## src/rtl/cnn_pkg.sv

```systemverilog
// Shared constants and arithmetic helpers for the CNN pixel pipeline stages.
package cnn_pkg;

  localparam int PSUM_W = 8;
  localparam int ACC_W  = 12;

  function automatic int clog2(input int v);
    int r;
    r = 0;
    while ((1 << r) < v) r++;
    return r;
  endfunction

  // Clamp a signed value into the signed range of a w-bit word.
  function automatic int sat_signed(input int v, input int w);
    int hi;
    int lo;
    hi = (1 << (w - 1)) - 1;
    lo = -hi - 1;
    if (v > hi) return hi;
    if (v < lo) return lo;
    return v;
  endfunction

  function automatic int relu(input int v);
    return (v < 0) ? 0 : v;
  endfunction

endpackage

```

## src/rtl/psum_fifo2.sv

```systemverilog
// Two-entry synchronous FIFO with a registered head word, shared by pipeline stages.
module psum_fifo2 #(
  parameter int W = 8
) (
  input  logic         clk,
  input  logic         rst,
  input  logic         push,
  input  logic [W-1:0] push_data,
  input  logic         pop,
  output logic [W-1:0] head,
  output logic         full,
  output logic         empty
);

  logic [W-1:0] tail;
  logic [1:0]   count;
  logic         do_pop;
  logic         do_push;

  // A push into a full queue is only taken when the head leaves the same cycle.
  assign do_pop  = pop && (count != 2'd0);
  assign do_push = push && ((count != 2'd2) || do_pop);
  assign full    = (count == 2'd2);
  assign empty   = (count == 2'd0);

  always_ff @(posedge clk or posedge rst) begin
    if (rst) begin
      head  <= '0;
      tail  <= '0;
      count <= 2'd0;
    end else begin
      case (count)
        2'd0: begin
          if (do_push) begin
            head  <= push_data;
            count <= 2'd1;
          end
        end
        2'd1: begin
          if (do_push && do_pop) begin
            head <= push_data;
          end else if (do_push) begin
            tail  <= push_data;
            count <= 2'd2;
          end else if (do_pop) begin
            count <= 2'd0;
          end
        end
        default: begin
          if (do_push && do_pop) begin
            head <= tail;
            tail <= push_data;
          end else if (do_pop) begin
            head  <= tail;
            count <= 2'd1;
          end
        end
      endcase
    end
  end

endmodule

```

## src/rtl/psum_acc.sv

```systemverilog
// Accumulates TERMS row partial sums into one saturated pixel, buffered in a 2-deep queue.
// Define PSUM_ACC_RELU_EN to clamp negative pixels to zero before they are queued.
module psum_acc #(
  parameter int WIDTH = cnn_pkg::PSUM_W,
  parameter int TERMS = 3,
  parameter int ACC_W = cnn_pkg::ACC_W
) (
  input  logic                             clk,
  input  logic                             rst,
  input  logic [WIDTH-1:0]                 in_psum,
  input  logic                             in_vld,
  input  logic                             in_clear,
  output logic [WIDTH-1:0]                 out_data,
  output logic                             out_vld,
  input  logic                             out_rdy,
  output logic                             err_ovf,
  output logic [cnn_pkg::clog2(TERMS):0]   term_cnt
);

  import cnn_pkg::*;

  localparam int CNT_W = clog2(TERMS) + 1;

  logic signed [ACC_W-1:0] acc;
  logic signed [ACC_W-1:0] sum;
  logic                    last_term;
  logic [WIDTH-1:0]        push_val;
  logic                    fifo_full;
  logic                    fifo_empty;
  logic                    pop;

  assign sum       = acc + {{(ACC_W - WIDTH){in_psum[WIDTH-1]}}, in_psum};
  assign last_term = in_vld && !in_clear && (term_cnt == CNT_W'(TERMS - 1));
  assign out_vld   = !fifo_empty;
  assign pop       = out_vld && out_rdy;

`ifdef PSUM_ACC_RELU_EN
  assign push_val = WIDTH'(relu(sat_signed(32'(sum), WIDTH)));
`else
  assign push_val = WIDTH'(sat_signed(32'(sum), WIDTH));
`endif

  // Clear has priority over a valid term, so a last term arriving with clear is lost.
  always_ff @(posedge clk or posedge rst) begin
    if (rst) begin
      acc      <= '0;
      term_cnt <= '0;
    end else if (in_clear) begin
      acc      <= '0;
      term_cnt <= '0;
    end else if (in_vld) begin
      if (last_term) begin
        acc      <= '0;
        term_cnt <= '0;
      end else begin
        acc      <= sum;
        term_cnt <= term_cnt + 1'b1;
      end
    end
  end

  always_ff @(posedge clk or posedge rst) begin
    if (rst) begin
      err_ovf <= 1'b0;
    end else if (last_term && fifo_full && !pop) begin
      err_ovf <= 1'b1;
    end
  end

  psum_fifo2 #(
    .W(WIDTH)
  ) u_fifo (
    .clk      (clk),
    .rst      (rst),
    .push     (last_term),
    .push_data(push_val),
    .pop      (pop),
    .head     (out_data),
    .full     (fifo_full),
    .empty    (fifo_empty)
  );

endmodule
```

## config.mk

```make
export PLATFORM = sky130hd
export DESIGN_NAME = psum_acc
export DESIGN_NICKNAME = d
export VERILOG_FILES = /design/src/rtl/cnn_pkg.sv /design/src/rtl/psum_fifo2.sv /design/src/rtl/psum_acc.sv
export SDC_FILE = /design/constraint.sdc
export NUM_CORES = 1
export LEC_CHECK = 0
export ABC_AREA = 1
export CAP_MARGIN = 20
export CORE_ASPECT_RATIO = 1.5
export CORE_MARGIN = 4
export CORE_UTILIZATION = 60
export DETAILED_ROUTE_END_ITERATION = 7
export GPL_ROUTABILITY_DRIVEN = 0
export PLACE_DENSITY = 0.86
export SYNTH_ARGS = -nofsm -noshare
export SYNTH_HDL_FRONTEND = slang
export SYNTH_HIERARCHICAL = 1
export SYNTH_SLANG_ARGS = --single-unit
```

## constraint.sdc

```tcl
create_clock -name clk -period 5.3 [get_ports clk]
set_input_delay 0.795 -clock clk [delete_from_list [all_inputs] [get_ports clk]]
set_output_delay 0.795 -clock clk [all_outputs]
set_load 0.02 [all_outputs]
```

==> flow_metrics.tcl, run 1 <==
set metrics [dict create \
    portBuffers 25 \
    fillers 307 \
    power_leakage_uw 0.00149 \
    r2r_slack_ps 2840 \
    track_usage 0.239 \
    hold_end "u_fifo/head[4]$_DFFE_PP0P_" \
    num_rows 27 \
    cts_buffers 5 \
    wl_per_cell_um 13.8 \
    die_h_um 84.5 \
    vias 2142 \
    power_density_nw_per_um2 410 \
    synth.distinct_cells 33 \
    tns_ps 0 \
    n_antenna_cell 0 \
    dp_hpwl_um 4170 \
    drv_slew 0 \
    hold_viol 0 \
    critical_path_arrival_ps 3290 \
    syn2layout_area_growth_pct 16.7 \
    fin_nets 373 \
    seq_area_um2 851 \
    start_util 0.630 \
    cts_sinks 34 \
    fin_skew_ps 4.15 \
    synthesis.nets 346 \
    critPathKind "in -> reg" \
    grt_pass1_wl_um 9320 \
    drv_cap 0 \
    syn_area_um2 2340 \
    grt_overflow 0 \
    vias_per_cell 5.51 \
    worstHoldPathCells 2 \
    finalWirelength_um 5350 \
    clk_pin_slew_worst_paths_ps 70 \
    clk_latency_ps 290 \
    yosysWarningCount 6 \
    core_um2 3720 \
    cts.htree.levels 2 \
    cts-root-buf "clkbuf_8" \
    status "complete, no violations" \
    grt_max_degree 19 \
    setup_viol 0 \
    dpl.cell_count 381 \
    ir_drop_v 0.000278 \
    drc 0 \
    dr.pass1.iters 5 \
    cts_tree "yes" \
    hold_buffers 0 \
    ctsResizeCount 0 \
    r2r_start "acc[0]$_DFFE_PP0P_" \
    die-area_um2 4990 \
    ant_nets 0 \
    cp-end-kind "flip-flop" \
    yosysSeqAreaShare 0.363 \
    drt-initial-drc-count 115 \
    pin_count 26 \
    hold_class "reg -> reg" \
    r2r_end "u_fifo/head[6]$_DFFE_PP0P_" \
    dieWidth_um 59 \
    grt_pass1_vias 2167 \
    stdcell_count 389 \
    max_freq_mhz 321 \
    ys_seq_elements 34 \
    final.min_clock_period_ps 3110 \
    postCtsSetupBuffers 0 \
    period_share 0.587 \
    worst_pin_slew_ps 700 \
    drive_above_1_share 0.0809 \
    min_from "u_fifo/head[4]$_DFFE_PP0P_" \
    clk_path_buf_depth 2 \
    worst_slew_margin_rel 0.533 \
    grt_setup_unrepaired "false" \
    reg2reg_depth 17 \
    crit_path_start_kind "input port" \
    worstPathRequired_ps 5480 \
    postSynthCellCount 318 \
    worstPathMaxFanout 7 \
    avgSynthCellArea_um2 7.36 \
    multi_input_area_um2 1320 \
    antenna_found_initial 0 \
]
power breakdown:
group | internal [uW] | total, uW | switching [uW]
clock network | 138 | 237 | 98.6
logic | 186 | 517 | 331
registers | 322 | 368 | 45.9
total | 646 | 1120 | 475
per-layer routing:
layer,routed length [um],track usage,vias to the layer above
li1,-,-,1071
met1,2020,0.253,999
met2,2950,0.447,58
met3,200,0.0308,14
met4,184,0.109,0
met5,0,0,-
area by class of cell:
type | count | area share
Clock inverter | 3 | 0.0147
Sequential cell | 34 | 0.311
Clock buffer | 5 | 0.0252
Tap cell | 43 | 0.0197
Inverter | 39 | 0.0545
Multi-Input combinational cell | 240 | 0.483
Timing Repair Buffer | 25 | 0.0916
critical path, stage by stage:
cell and delay (ps):
clkdlybuf4s50_1 480, ha_1 210, inv_1 70, fa_1 390, inv_1 120, nand3_1 90
nand3_1 140, nand2_1 100, nand2_1 80, nand2_1 50, nand2_1 100, nand4_1 180
nand2_4 140, nand2_1 90, nand2_1 80, nand2_1 50, nand3_1 70, nand2_1 60
flip-flops by register name (all words and copies together), names as in the netlist:
signal,cells
u_fifo/tail,8
u_fifo/head,8
u_fifo/count,2
err_ovf,1
acc,12
term_cnt,3
cells in the final DEF, fill, tap and decap left out:
master / count
inv_1: 33
a31oi_1: 1
o21ai_4: 1
clkinv_1: 2
nand2_1: 128
a32o_1: 5
nor3_1: 1
nand3_1: 35
a31o_2: 1
fa_1: 1
inv_2: 3
o21ai_2: 1
nand2_4: 4
o21ai_1: 6
clkbuf_8: 5
clkdlybuf4s50_1: 25
xor2_1: 3
nand3_2: 1
a21oi_1: 5
dfrtp_1: 34
inv_4: 1
a21oi_2: 1
o21ai_0: 1
clkinv_2: 2
nand4_1: 3
o22ai_1: 2
nand2_2: 4
ha_1: 14
and3_1: 1
nor3_4: 1
nand3b_1: 2
xor2_4: 2
xnor2_1: 3
bufinv_16: 1
nor2_1: 13
stage by stage:
step / total power, uW / hold slack [ps] / instance area [um^2] / util / setup WS [ps]
CTS: 1130 / 476 / 2730 / 0.735 / 2200
global route: 1210 / 489 / 2730 / 0.735 / 1920
detailed placement: 887 / 458 / 2620 / 0.706 / 1950
finish: 1120 / 475 / 2730 / 0.735 / 2190
global placement: 874 / 452 / 2620 / 0.706 / 1970
floorplan: 744 / 442 / 2340 / - / 2760
worst max-delay path by stage:
stage                            endpoint       start  slack (ps)  cells after the start
4_1_cts        u_fifo/head[6]$_DFFE_PP0P_  in_psum[0]        2200                     18
6_report       u_fifo/head[6]$_DFFE_PP0P_  in_psum[0]        2190                     18
3_5_place_dp   u_fifo/head[5]$_DFFE_PP0P_  in_psum[0]        1950                     19
2_1_floorplan  u_fifo/head[0]$_DFFE_PP0P_  in_psum[0]        2760                     17
3_3_place_gp   u_fifo/head[6]$_DFFE_PP0P_  in_psum[0]        1970                     18
5_1_grt        u_fifo/head[5]$_DFFE_PP0P_  in_psum[0]        1920                     19
kinds of logic after synthesis:
group / after synthesis / synth area share
AND/OR/NAND/NOR: 193 / 0.361
XOR/XNOR: 8 / 0.0460
adder cells (fa/ha/maj): 15 / 0.0834
buffers and inverters: 44 / 0.0727
flip-flops: 34 / 0.363
AO/OA/AOI/OAI: 24 / 0.0732
synth_stat cells:
| master | number | area (um^2) |
|---|---|---|
| a21oi_1 | 5 | 25.0 |
| a21oi_2 | 1 | 8.76 |
| a31o_2 | 1 | 8.76 |
| a31oi_1 | 1 | 6.26 |
| a32o_1 | 5 | 50.1 |
| and3_1 | 1 | 6.26 |
| buf_2 | 2 | 10.0 |
| clkbuf_1 | 3 | 11.3 |
| clkinv_1 | 2 | 7.51 |
| dfrtp_1 | 34 | 851 |
| fa_1 | 1 | 20.0 |
| ha_1 | 14 | 175 |
| inv_1 | 33 | 124 |
| inv_2 | 3 | 11.3 |
| inv_4 | 1 | 6.26 |
| nand2_1 | 128 | 480 |
| nand2_2 | 4 | 25.0 |
| nand2_4 | 4 | 45.0 |
| nand3_1 | 35 | 175 |
| nand3_2 | 1 | 10.0 |
| nand3b_1 | 2 | 15.0 |
| nand4_1 | 3 | 18.8 |
| nor2_1 | 13 | 48.8 |
| nor3_1 | 1 | 5.00 |
| nor3_4 | 1 | 16.3 |
| o21ai_0 | 1 | 5.00 |
| o21ai_1 | 6 | 30.0 |
| o21ai_2 | 1 | 8.76 |
| o21ai_4 | 1 | 16.3 |
| o22ai_1 | 2 | 12.5 |
| xnor2_1 | 3 | 26.3 |
| xor2_1 | 3 | 26.3 |
| xor2_4 | 2 | 55.1 |
Power figures use the tool's default switching activity.
==> inputs of run 2 (changes only) <==
- CORE_UTILIZATION: 60 -> 56
- PLACE_DENSITY: 0.86 -> 0.81
- clock period: 5.3 -> 3.2 ns (I/O delays scaled with it)
==> run 2 against run 1 <==
Combinational power rose by 64%. Sequential share of layout area up 0.086 points. Count of clock-buffer cells in the layout up 2. Final cell count up 0.77%. Clock skew up 1.9 ps. Critical endpoint unchanged.
==> flow_metrics.tcl, run 2 (synthesis results as in run 1) <==
set metrics [dict create \
    power_leakage_uw 0.00149 \
    hold_viol 0 \
    ir_drop_v 0.000467 \
    final.min_clock_period_ps 2770 \
    hold_buffers 0 \
    fin_nets 374 \
    worstPathRequired_ps 3390 \
    antenna_found_initial 0 \
    portBuffers 25 \
    hold_class "reg -> reg" \
    critical_path_arrival_ps 2960 \
    final_cell_area_um2 2730 \
    grtUsageMet2 0.420 \
    clk_path_buf_depth 2 \
    grt.busiest_layer "met2" \
    cts.htree.levels 2 \
    seq_area_um2 851 \
    worst_pin_slew_ps 697 \
    crit_path_frequent_cell "nand2_1" \
    vias 2099 \
    grt_overflow 0 \
    clk_pin_slew_worst_paths_ps 70 \
    drive_above_1_share 0.0807 \
    reg2reg_depth 17 \
    core_um2 3990 \
    placed_area_um2 2630 \
    grt_setup_unrepaired "false" \
    fillers 349 \
    start_util 0.586 \
    cts_tree "yes" \
    wl_per_cell_um 13.3 \
    postCtsSetupBuffers 0 \
    track_usage 0.224 \
    ctsResizeCount 0 \
    grt_max_degree 19 \
    path_depth 18 \
    cp_top_family "simple AND/OR/NAND/NOR gates" \
    dp_hpwl_um 4020 \
    critPathKind "in -> reg" \
    finalWirelength_um 5200 \
    status "complete, no violations" \
    dieWidth_um 60.8 \
    worstHoldPathCells 2 \
    cts_sinks 34 \
    path_buf_inv 3 \
    drc 0 \
    cts-root-buf "clkbuf_8" \
    clk_latency_ps 290 \
    max_stage_delay_ps 480 \
    num_rows 28 \
    worstPathMaxFanout 7 \
    slowest_stage "clkdlybuf4s50_1" \
    top_regs "acc (12), u_fifo/head (8), u_fifo/tail (8)" \
    power_density_nw_per_um2 657 \
    vias_per_cell 5.35 \
    ant_nets 0 \
    grt_pass1_wl_um 9030 \
    period_share 0.867 \
    syn2layout_area_growth_pct 16.4 \
    crit_chain "clkdlybuf4s50_1, ha_1, inv_1, fa_1, inv_1, nand3_1, nand3_1, nand2_1, nand2_1, nand2_1, nand2_1, nand4_1, nand2_4, nand2_1, nand2_1, nand2_1, nand3_1, nand2_1" \
    max_freq_mhz 360 \
    drv_slew 0 \
    gr-usage-met1 0.230 \
    dr.pass1.iters 4 \
    largest-register "acc" \
    total_power_uw 1790 \
    drt-initial-drc-count 60 \
    pin_count 26 \
    layout_commonest_cell "nand2_1" \
    worst_slew_margin_rel 0.535 \
    crit_path_start_kind "input port" \
    die-area_um2 5300 \
    cp-end-kind "flip-flop" \
    setup_viol 0 \
    multi_input_area_um2 1320 \
    grt_pass1_vias 2158 \
    largest_register_ffs 12 \
    fin_skew_ps 6.02 \
    drv_cap 0 \
    most-common-layout-cells "nand2_1 (128), nand3_1 (35), dfrtp_1 (34)" \
    die_h_um 87.2 \
    n_antenna_cell 0 \
    met3_usage 0.0430 \
    cts_buffers 5 \
    tns_ps 0 \
]
==> run 2: where the power goes <==
group          leakage [uW]  switching [uW]  total [uW]  internal [uW]
clock network     0.0000482             160         334            174
registers          0.000451            74.3         607            533
logic              0.000990             540         848            308
total               0.00149             775        1790           1010
==> run 2: layout make-up <==
cell class	instances	area share
inverter	39	0.0546
sequential	34	0.312
multi-input combinational	240	0.484
tap	45	0.0207
timing repair buffer	26	0.0946
clock buffer	7	0.0317
clock inverter	1	0.00184
==> run 2: stage by stage <==
step | cells | setup slack, ps | hold slack (ps) | util
6_report | 392 | 425 | 469 | 0.682
5_1_grt | 392 | 202 | 489 | 0.682
4_1_cts | 392 | 443 | 475 | 0.682
3_5_place_dp | 384 | 151 | 457 | 0.659
3_3_place_gp | 384 | 175 | 453 | 0.659
2_1_floorplan | 318 | 979 | 394 | -
==> run 2: final timing paths <==
path / startpoint / to / slack (ps)
max in group asynchronous: rst / u_fifo/tail[3]$_DFFE_PP0P_ / 2130
min in group asynchronous: rst / term_cnt[0]$_DFFE_PP0P_ / 620
worst min-delay path: u_fifo/head[4]$_DFFE_PP0P_ / u_fifo/head[4]$_DFFE_PP0P_ / 470
worst max register to register: acc[0]$_DFFE_PP0P_ / u_fifo/head[6]$_DFFE_PP0P_ / 740
worst min register to register: u_fifo/head[4]$_DFFE_PP0P_ / u_fifo/head[4]$_DFFE_PP0P_ / 470
worst max-delay path: in_psum[0] / u_fifo/head[6]$_DFFE_PP0P_ / 430
==> run 2: worst reg2reg max path, stage by stage, from the launching register on <==
cell,delay (ps)
dfrtp_1,350
ha_1,220
inv_1,70
fa_1,400
inv_1,120
nand3_1,90
nand3_1,140
nand2_1,100
nand2_1,70
nand2_1,40
nand2_1,100
nand4_1,160
nand2_4,130
nand2_1,90
nand2_1,80
nand2_1,50
nand3_1,70
nand2_1,60
==> run 2: per-layer routing <==
layer  up-vias  routed length, um
met3        12                190
met2        54               2800
met1       963               2060
met5         -                  0
met4         0                154
li1       1070                  -
